==> config.mk <==
export PLATFORM = sky130hd
export DESIGN_NAME = led_counter_ctrl
export DESIGN_NICKNAME = d
export VERILOG_FILES = /design/src/rtl/led_counter_ctrl.sv
export SDC_FILE = /design/constraint.sdc
export NUM_CORES = 1
export LEC_CHECK = 0
export BUFFER_PORTS_ARGS = -buffer_cell sky130_fd_sc_hd__buf_2
export CAP_MARGIN = 10
export CORE_MARGIN = 3
export CORE_UTILIZATION = 45
export CTS_BUF_LIST = sky130_fd_sc_hd__clkbuf_8
export CTS_CLUSTER_SIZE = 16
export DETAILED_ROUTE_END_ITERATION = 6
export SYNTH_ARGS = -nofsm -noshare
export SYNTH_HDL_FRONTEND = slang
export SYNTH_SLANG_ARGS = --single-unit
==> constraint.sdc <==
create_clock -name clk -period 3 [get_ports clk]
set_clock_uncertainty 0.15 [all_clocks]
set_input_delay 0.9 -clock clk [delete_from_list [all_inputs] [get_ports clk]]
set_output_delay 0.9 -clock clk [all_outputs]
set_load 0.01 [all_outputs]
==> src/rtl/led_counter_ctrl.sv <==
// led_counter_ctrl: board-level LED counter controller.
// Tick-enable generator, 2-FF synchronisers for the switches and buttons,
// per-button tick-sampled debouncers and a four-mode counter
// (hold, manual, auto-up, auto-down) with wrap or saturate limits.
// Drives the LED bar plus a mode RGB LED (led4) and a limit RGB LED (led5).
// Optional build macro: LED_CNT_REPEAT_EN adds auto-repeat while a button
// is held in MANUAL mode.
module led_counter_ctrl #(
    parameter int WIDTH      = 4,
    parameter int TICK_DIV   = 50000,
    parameter int DB_SAMPLES = 4,
    parameter int AUTO_TICKS = 50,
    parameter int WRAP       = 1
) (
    input  logic             clk,
    input  logic             rst,
    input  logic [1:0]       sw,
    input  logic             add,
    input  logic             sub,
    output logic [WIDTH-1:0] led,
    output logic             led4_r,
    output logic             led4_g,
    output logic             led4_b,
    output logic             led5_r,
    output logic             led5_g,
    output logic             led5_b
);

    localparam int DIV_W = (TICK_DIV > 2) ? $clog2(TICK_DIV) : 1;
    localparam int DB_W  = $clog2(DB_SAMPLES + 1);
    localparam int AT_W  = $clog2(AUTO_TICKS + 1);

    localparam logic [DIV_W-1:0] DIV_LAST = DIV_W'(TICK_DIV - 1);
    localparam logic [DB_W-1:0]  DB_LAST  = DB_W'(DB_SAMPLES - 1);
    localparam logic [AT_W-1:0]  AT_LAST  = AT_W'(AUTO_TICKS - 1);
    localparam logic [WIDTH-1:0] CNT_MAX  = {WIDTH{1'b1}};

    typedef enum logic [1:0] {
        HOLD      = 2'b00,
        MANUAL    = 2'b01,
        AUTO_UP   = 2'b10,
        AUTO_DOWN = 2'b11
    } mode_t;

    // Count stepping with the configured limit behaviour.
    function automatic logic [WIDTH-1:0] step_up(input logic [WIDTH-1:0] v);
        if (v == CNT_MAX) step_up = (WRAP != 0) ? '0 : CNT_MAX;
        else              step_up = v + 1'b1;
    endfunction

    function automatic logic [WIDTH-1:0] step_dn(input logic [WIDTH-1:0] v);
        if (v == '0) step_dn = (WRAP != 0) ? CNT_MAX : '0;
        else         step_dn = v - 1'b1;
    endfunction

    logic [DIV_W-1:0]        div_q, div_d;
    logic                    tick;
    logic [3:0]              sync1_q, sync2_q;
    logic [1:0]              stable_q, stable_d, stable_prev_q;
    logic [1:0][DB_W-1:0]    dbcnt_q, dbcnt_d;
    logic                    press_add, press_sub;
    mode_t                   mode_q, mode_d, mode_in;
    logic                    pause_q, pause_d;
    logic [AT_W-1:0]         timer_q, timer_d;
    logic [WIDTH-1:0]        count_q, count_d;
`ifdef LED_CNT_REPEAT_EN
    logic [AT_W-1:0]         rpt_q, rpt_d;
`endif

    // Tick divider: wraps at TICK_DIV-1, tick marks the last count.
    always_comb begin
        tick  = (div_q == DIV_LAST);
        div_d = tick ? '0 : div_q + 1'b1;
    end

    // Divider state.
    always_ff @(posedge clk or negedge rst) begin
        if (!rst) div_q <= '0;
        else      div_q <= div_d;
    end

    // Two-flop synchronisers, bit order {sw[1:0], sub, add}.
    always_ff @(posedge clk or negedge rst) begin
        if (!rst) begin
            sync1_q <= '0;
            sync2_q <= '0;
        end else begin
            sync1_q <= {sw, sub, add};
            sync2_q <= sync1_q;
        end
    end

    // Debounce: a level must differ on DB_SAMPLES consecutive ticks to be accepted.
    always_comb begin
        stable_d = stable_q;
        dbcnt_d  = dbcnt_q;
        if (tick) begin
            for (int b = 0; b < 2; b++) begin
                if (sync2_q[b] != stable_q[b]) begin
                    if (dbcnt_q[b] == DB_LAST) begin
                        stable_d[b] = ~stable_q[b];
                        dbcnt_d[b]  = '0;
                    end else begin
                        dbcnt_d[b] = dbcnt_q[b] + 1'b1;
                    end
                end else begin
                    dbcnt_d[b] = '0;
                end
            end
        end
    end

    // Debounced levels and their one-clk-old copy for edge detection.
    always_ff @(posedge clk or negedge rst) begin
        if (!rst) begin
            stable_q      <= '0;
            stable_prev_q <= '0;
            dbcnt_q       <= '0;
        end else begin
            stable_q      <= stable_d;
            stable_prev_q <= stable_q;
            dbcnt_q       <= dbcnt_d;
        end
    end

    assign press_add = stable_q[0] & ~stable_prev_q[0];
    assign press_sub = stable_q[1] & ~stable_prev_q[1];
    assign mode_in   = mode_t'(sync2_q[3:2]);

    // Counter next state: mode follows the switches, a mode change restarts pause and timer.
    always_comb begin
        mode_d  = mode_in;
        pause_d = pause_q;
        timer_d = timer_q;
        count_d = count_q;
`ifdef LED_CNT_REPEAT_EN
        rpt_d   = '0;
`endif
        case (mode_q)
            HOLD: begin
            end
            MANUAL: begin
                if (press_add && !press_sub)      count_d = step_up(count_q);
                else if (press_sub && !press_add) count_d = step_dn(count_q);
`ifdef LED_CNT_REPEAT_EN
                // Repeat only while exactly one button is held, timed from its press.
                rpt_d = rpt_q;
                if (press_add || press_sub || (stable_q[0] == stable_q[1])) begin
                    rpt_d = '0;
                end else if (tick) begin
                    if (rpt_q == AT_LAST) begin
                        rpt_d   = '0;
                        count_d = stable_q[0] ? step_up(count_q) : step_dn(count_q);
                    end else begin
                        rpt_d = rpt_q + 1'b1;
                    end
                end
`endif
            end
            AUTO_UP, AUTO_DOWN: begin
                if (press_add) pause_d = ~pause_q;
                if (press_sub) begin
                    count_d = '0;
                    timer_d = '0;
                end else if (!pause_q && tick) begin
                    if (timer_q == AT_LAST) begin
                        timer_d = '0;
                        count_d = (mode_q == AUTO_UP) ? step_up(count_q) : step_dn(count_q);
                    end else begin
                        timer_d = timer_q + 1'b1;
                    end
                end
            end
            default: begin
            end
        endcase
        if (mode_in != mode_q) begin
            pause_d = 1'b0;
            timer_d = '0;
        end
    end

    // Counter FSM state.
    always_ff @(posedge clk or negedge rst) begin
        if (!rst) begin
            mode_q  <= HOLD;
            pause_q <= 1'b0;
            timer_q <= '0;
            count_q <= '0;
`ifdef LED_CNT_REPEAT_EN
            rpt_q   <= '0;
`endif
        end else begin
            mode_q  <= mode_d;
            pause_q <= pause_d;
            timer_q <= timer_d;
            count_q <= count_d;
`ifdef LED_CNT_REPEAT_EN
            rpt_q   <= rpt_d;
`endif
        end
    end

    assign led = count_q;

    // Mode indicator; a paused auto mode shows r+g instead of its own colour.
    always_comb begin
        led4_r = 1'b0;
        led4_g = 1'b0;
        led4_b = 1'b0;
        case (mode_q)
            MANUAL:    led4_g = 1'b1;
            AUTO_UP:   led4_b = 1'b1;
            AUTO_DOWN: led4_r = 1'b1;
            default:   led4_r = 1'b0;
        endcase
        if ((mode_q == AUTO_UP || mode_q == AUTO_DOWN) && pause_q) begin
            led4_r = 1'b1;
            led4_g = 1'b1;
            led4_b = 1'b0;
        end
    end

    // Limit indicator: blue at zero, red at full scale, green in between.
    always_comb begin
        led5_r = 1'b0;
        led5_g = 1'b0;
        led5_b = 1'b0;
        if (count_q == '0)          led5_b = 1'b1;
        else if (count_q == CNT_MAX) led5_r = 1'b1;
        else                        led5_g = 1'b1;
    end

endmodule
==> reports/results.ini <==
[status]
outcome = completed

[worst_setup_path]
cp_slowest_cell = dfrtp_1
end_kind = primary output
slowest_delay_ns = 0.44
arrival_ns = 1.58
worst_ep_required_time_ns = 1.95
crit_fanout = 7
path_cells = inv_1, ha_1, nor3b_1, nor2_1, buf_2
path_class = register to primary output
cp-start-kind = register

[clock_tree]
cts_sinks = 47
cts_tree = built
cts_resized = 0
cts_max_level = 2
post-cts-setup-buffers = 0
cts-root-buf = clkbuf_8
numCtsBuffers = 5
cts-hold-fix-buffers = 0
ctsLongestPathBuffers = 2
insertion_delay_ns = 0.30
clk_pin_slew_ns = 0.09

[grt]
grt.overflow.total = 0
grt_max_degree = 34
grt_pass1_wl_um = 7700
grt_pass1_vias = 1623
antenna_found_initial = 0
track_usage_pct = 15.9

[finish]
syn2layout_area_growth_pct = 10.4
insertedDiodeCount = 0
final_util_pct = 53.2
drive_above_1_share_pct = 13.5
nets = 265
fin_cells = 319

[route]
top_layer = met4
avgRoutedWirePerCell_um = 13.4
vias_per_cell = 5.29
routed-wl-met2_um = 2000
wl_um = 4270
drc_errors = 0
met3_length_um = 130
wl_met1_um = 2070
vias = 1687
drt-pass1-iter-count = 4
drt_iter0_drc = 64
final_antenna_net_count = 0

[placement]
dp.cells = 311
port_buffers = 15
gp_congestion = 0.841
dp_hpwl_um = 3140

[die]
initial_utilization_pct = 48.2
ios = 16
die_w_um = 78.3
dieArea_um2 = 6130
core_area_um2 = 4880
fp-row-count = 25
die_h_um = 78.3

[logic_synthesis]
async_flop_share_pct = 100
synth_seq_cells = 47
syn-cell-area_um2 = 2350
synth_edf_count = 0
yosysSeqAreaShare_pct = 50.0
yosys_warnings = 0
synthFlopType = dfrtp_1
postSynthCellCount = 231
synth_nets = 245
ys_types = 49
syn_avg_cell_area_um2 = 10.2

[pwr]
power_density_nw_per_um2 = 413
p_seq_share_pct = 60.1
report.power.total_mw = 1.07
vdd_drop_max_mv = 0.280
p_clk_share_pct = 35.1
total_leakage_power_nw = 1.21
p_switching_uw = 252
internal-power_uw = 821
netSwitchingFraction_pct = 23.5
pwr-share-comb_pct = 4.8

[timing]
fin_crit_sh_pct = 87.6
fin_setup_tns_ns = 0
rsz0062_at_grt = false
setup_viol_count_final = 0
slew_viol_final = 0
max_freq_ghz = 0.380
min_period_ns = 2.63
max_slew.worst_pin.slew_ns = 0.734
finalHoldViolations = 0
maxSlewHeadroom_pct = 51.1

[run]
drv_cap = 0

[min_path]
hp-class = register to register

-- per-layer routing --
metal	GRT usage [%]	vias up
met5	0	-
met3	3.44	5
met1	21.7	803
li1	-	855
met4	5.77	0
met2	24.9	24
-- flip-flops by register name, summed over array words and instances (netlist names) --
| signal | flops |
|---|---|
| sync2_q | 4 |
| dbcnt_q | 6 |
| stable_prev_q | 2 |
| div_q | 16 |
| led | 4 |
| stable_q | 2 |
| timer_q | 6 |
| pause_q | 1 |
| mode_q | 2 |
| sync1_q | 4 |
-- cells in the final DEF, fill, tap and decap left out, drive strengths merged, types with 3 or more instances in the layout --
master,n
xor2,13
buf,19
and3,8
o21ai,13
ha,8
nand4,4
o31ai,4
xnor2,8
nor2b,5
nor2,22
nor4,3
and4,4
nand3,15
nand2b,3
nand2,18
inv,8
a21oi,8
dfrtp,47
clkbuf,5
nor3,3
-- final timing paths --
kind                             from     endpoint  slack [ns]  cells after the start
max in group asynchronous         rst    div_q[13]        1.54                      2
min reg2reg                sync1_q[0]   sync2_q[0]        0.20                      0
min                        sync1_q[0]   sync2_q[0]        0.20                      0
min in group asynchronous         rst      pause_q        0.50                      1
max                            led[0]       led5_g        0.37                      5
max reg2reg                  div_q[0]  stable_q[1]        0.73                      6
-- metrics by stage --
step	cell area, um2	setup WS [ns]	hold slack [ns]
after floorplan	2350	0.661	0.181
after global placement	2510	0.735	0.182
after detailed placement	2510	0.696	0.185
after CTS	2600	0.354	0.206
after global routing	2600	0.157	0.224
final	2600	0.371	0.204
-- critical path: cells and delay by family (launching register included) --
| kind | cells | cell delay (ns) |
|---|---|---|
| buf+inv | 2 | 0.26 |
| fa+ha+maj | 1 | 0.19 |
| flops | 1 | 0.44 |
| simple gates | 2 | 0.39 |
-- cells by family (layout without fill, tap and decap cells) --
| logic type | after synthesis | count (layout) | synth area share [%] |
|---|---|---|---|
| fa+ha+maj | 8 | 8 | 4.25 |
| xor+xnor | 21 | 21 | 7.82 |
| mux | 3 | 3 | 1.38 |
| compound gates | 39 | 39 | 10.5 |
| simple gates | 99 | 99 | 23.3 |
| buf+inv | 14 | 35 | 2.71 |
| flops | 47 | 47 | 50.0 |
-- synthesized netlist by cell type, types with 4 or more instances --
library cell	instances	area, um2
dfrtp_1	47	1180
nor2_1	22	82.6
nand2_1	18	67.6
nand3_1	15	75.1
xor2_1	13	114
o21ai_0	9	45.0
a21oi_1	8	40.0
and3_1	8	50.1
ha_1	8	100
inv_1	8	30.0
xnor2_1	8	70.1
nor2b_1	5	31.3
and4_1	4	35.0
clkbuf_1	4	15.0
nand4_1	4	25.0
o31ai_1	4	30.0
-- area by class of cell --
cell class,instances,area (um2)
timing repair buffer,19,105
inverter,8,30.0
fill,467,2280
sequential,47,1180
multi-input combinational,170,1110
clock buffer,5,68.8
tap,67,83.8
clock inverter,3,20.0
-- power by group through the flow --
stage | combinational, mW | clock [mW] | sequential, mW
floorplan | 0.0296 | 0 | 0.655
global placement | 0.0527 | 0 | 0.658
detailed placement | 0.0525 | 0 | 0.658
CTS | 0.0526 | 0.394 | 0.645
global route | 0.0600 | 0.420 | 0.647
finish | 0.0511 | 0.376 | 0.645
Note: power is estimated with default switching activity, not from simulation.
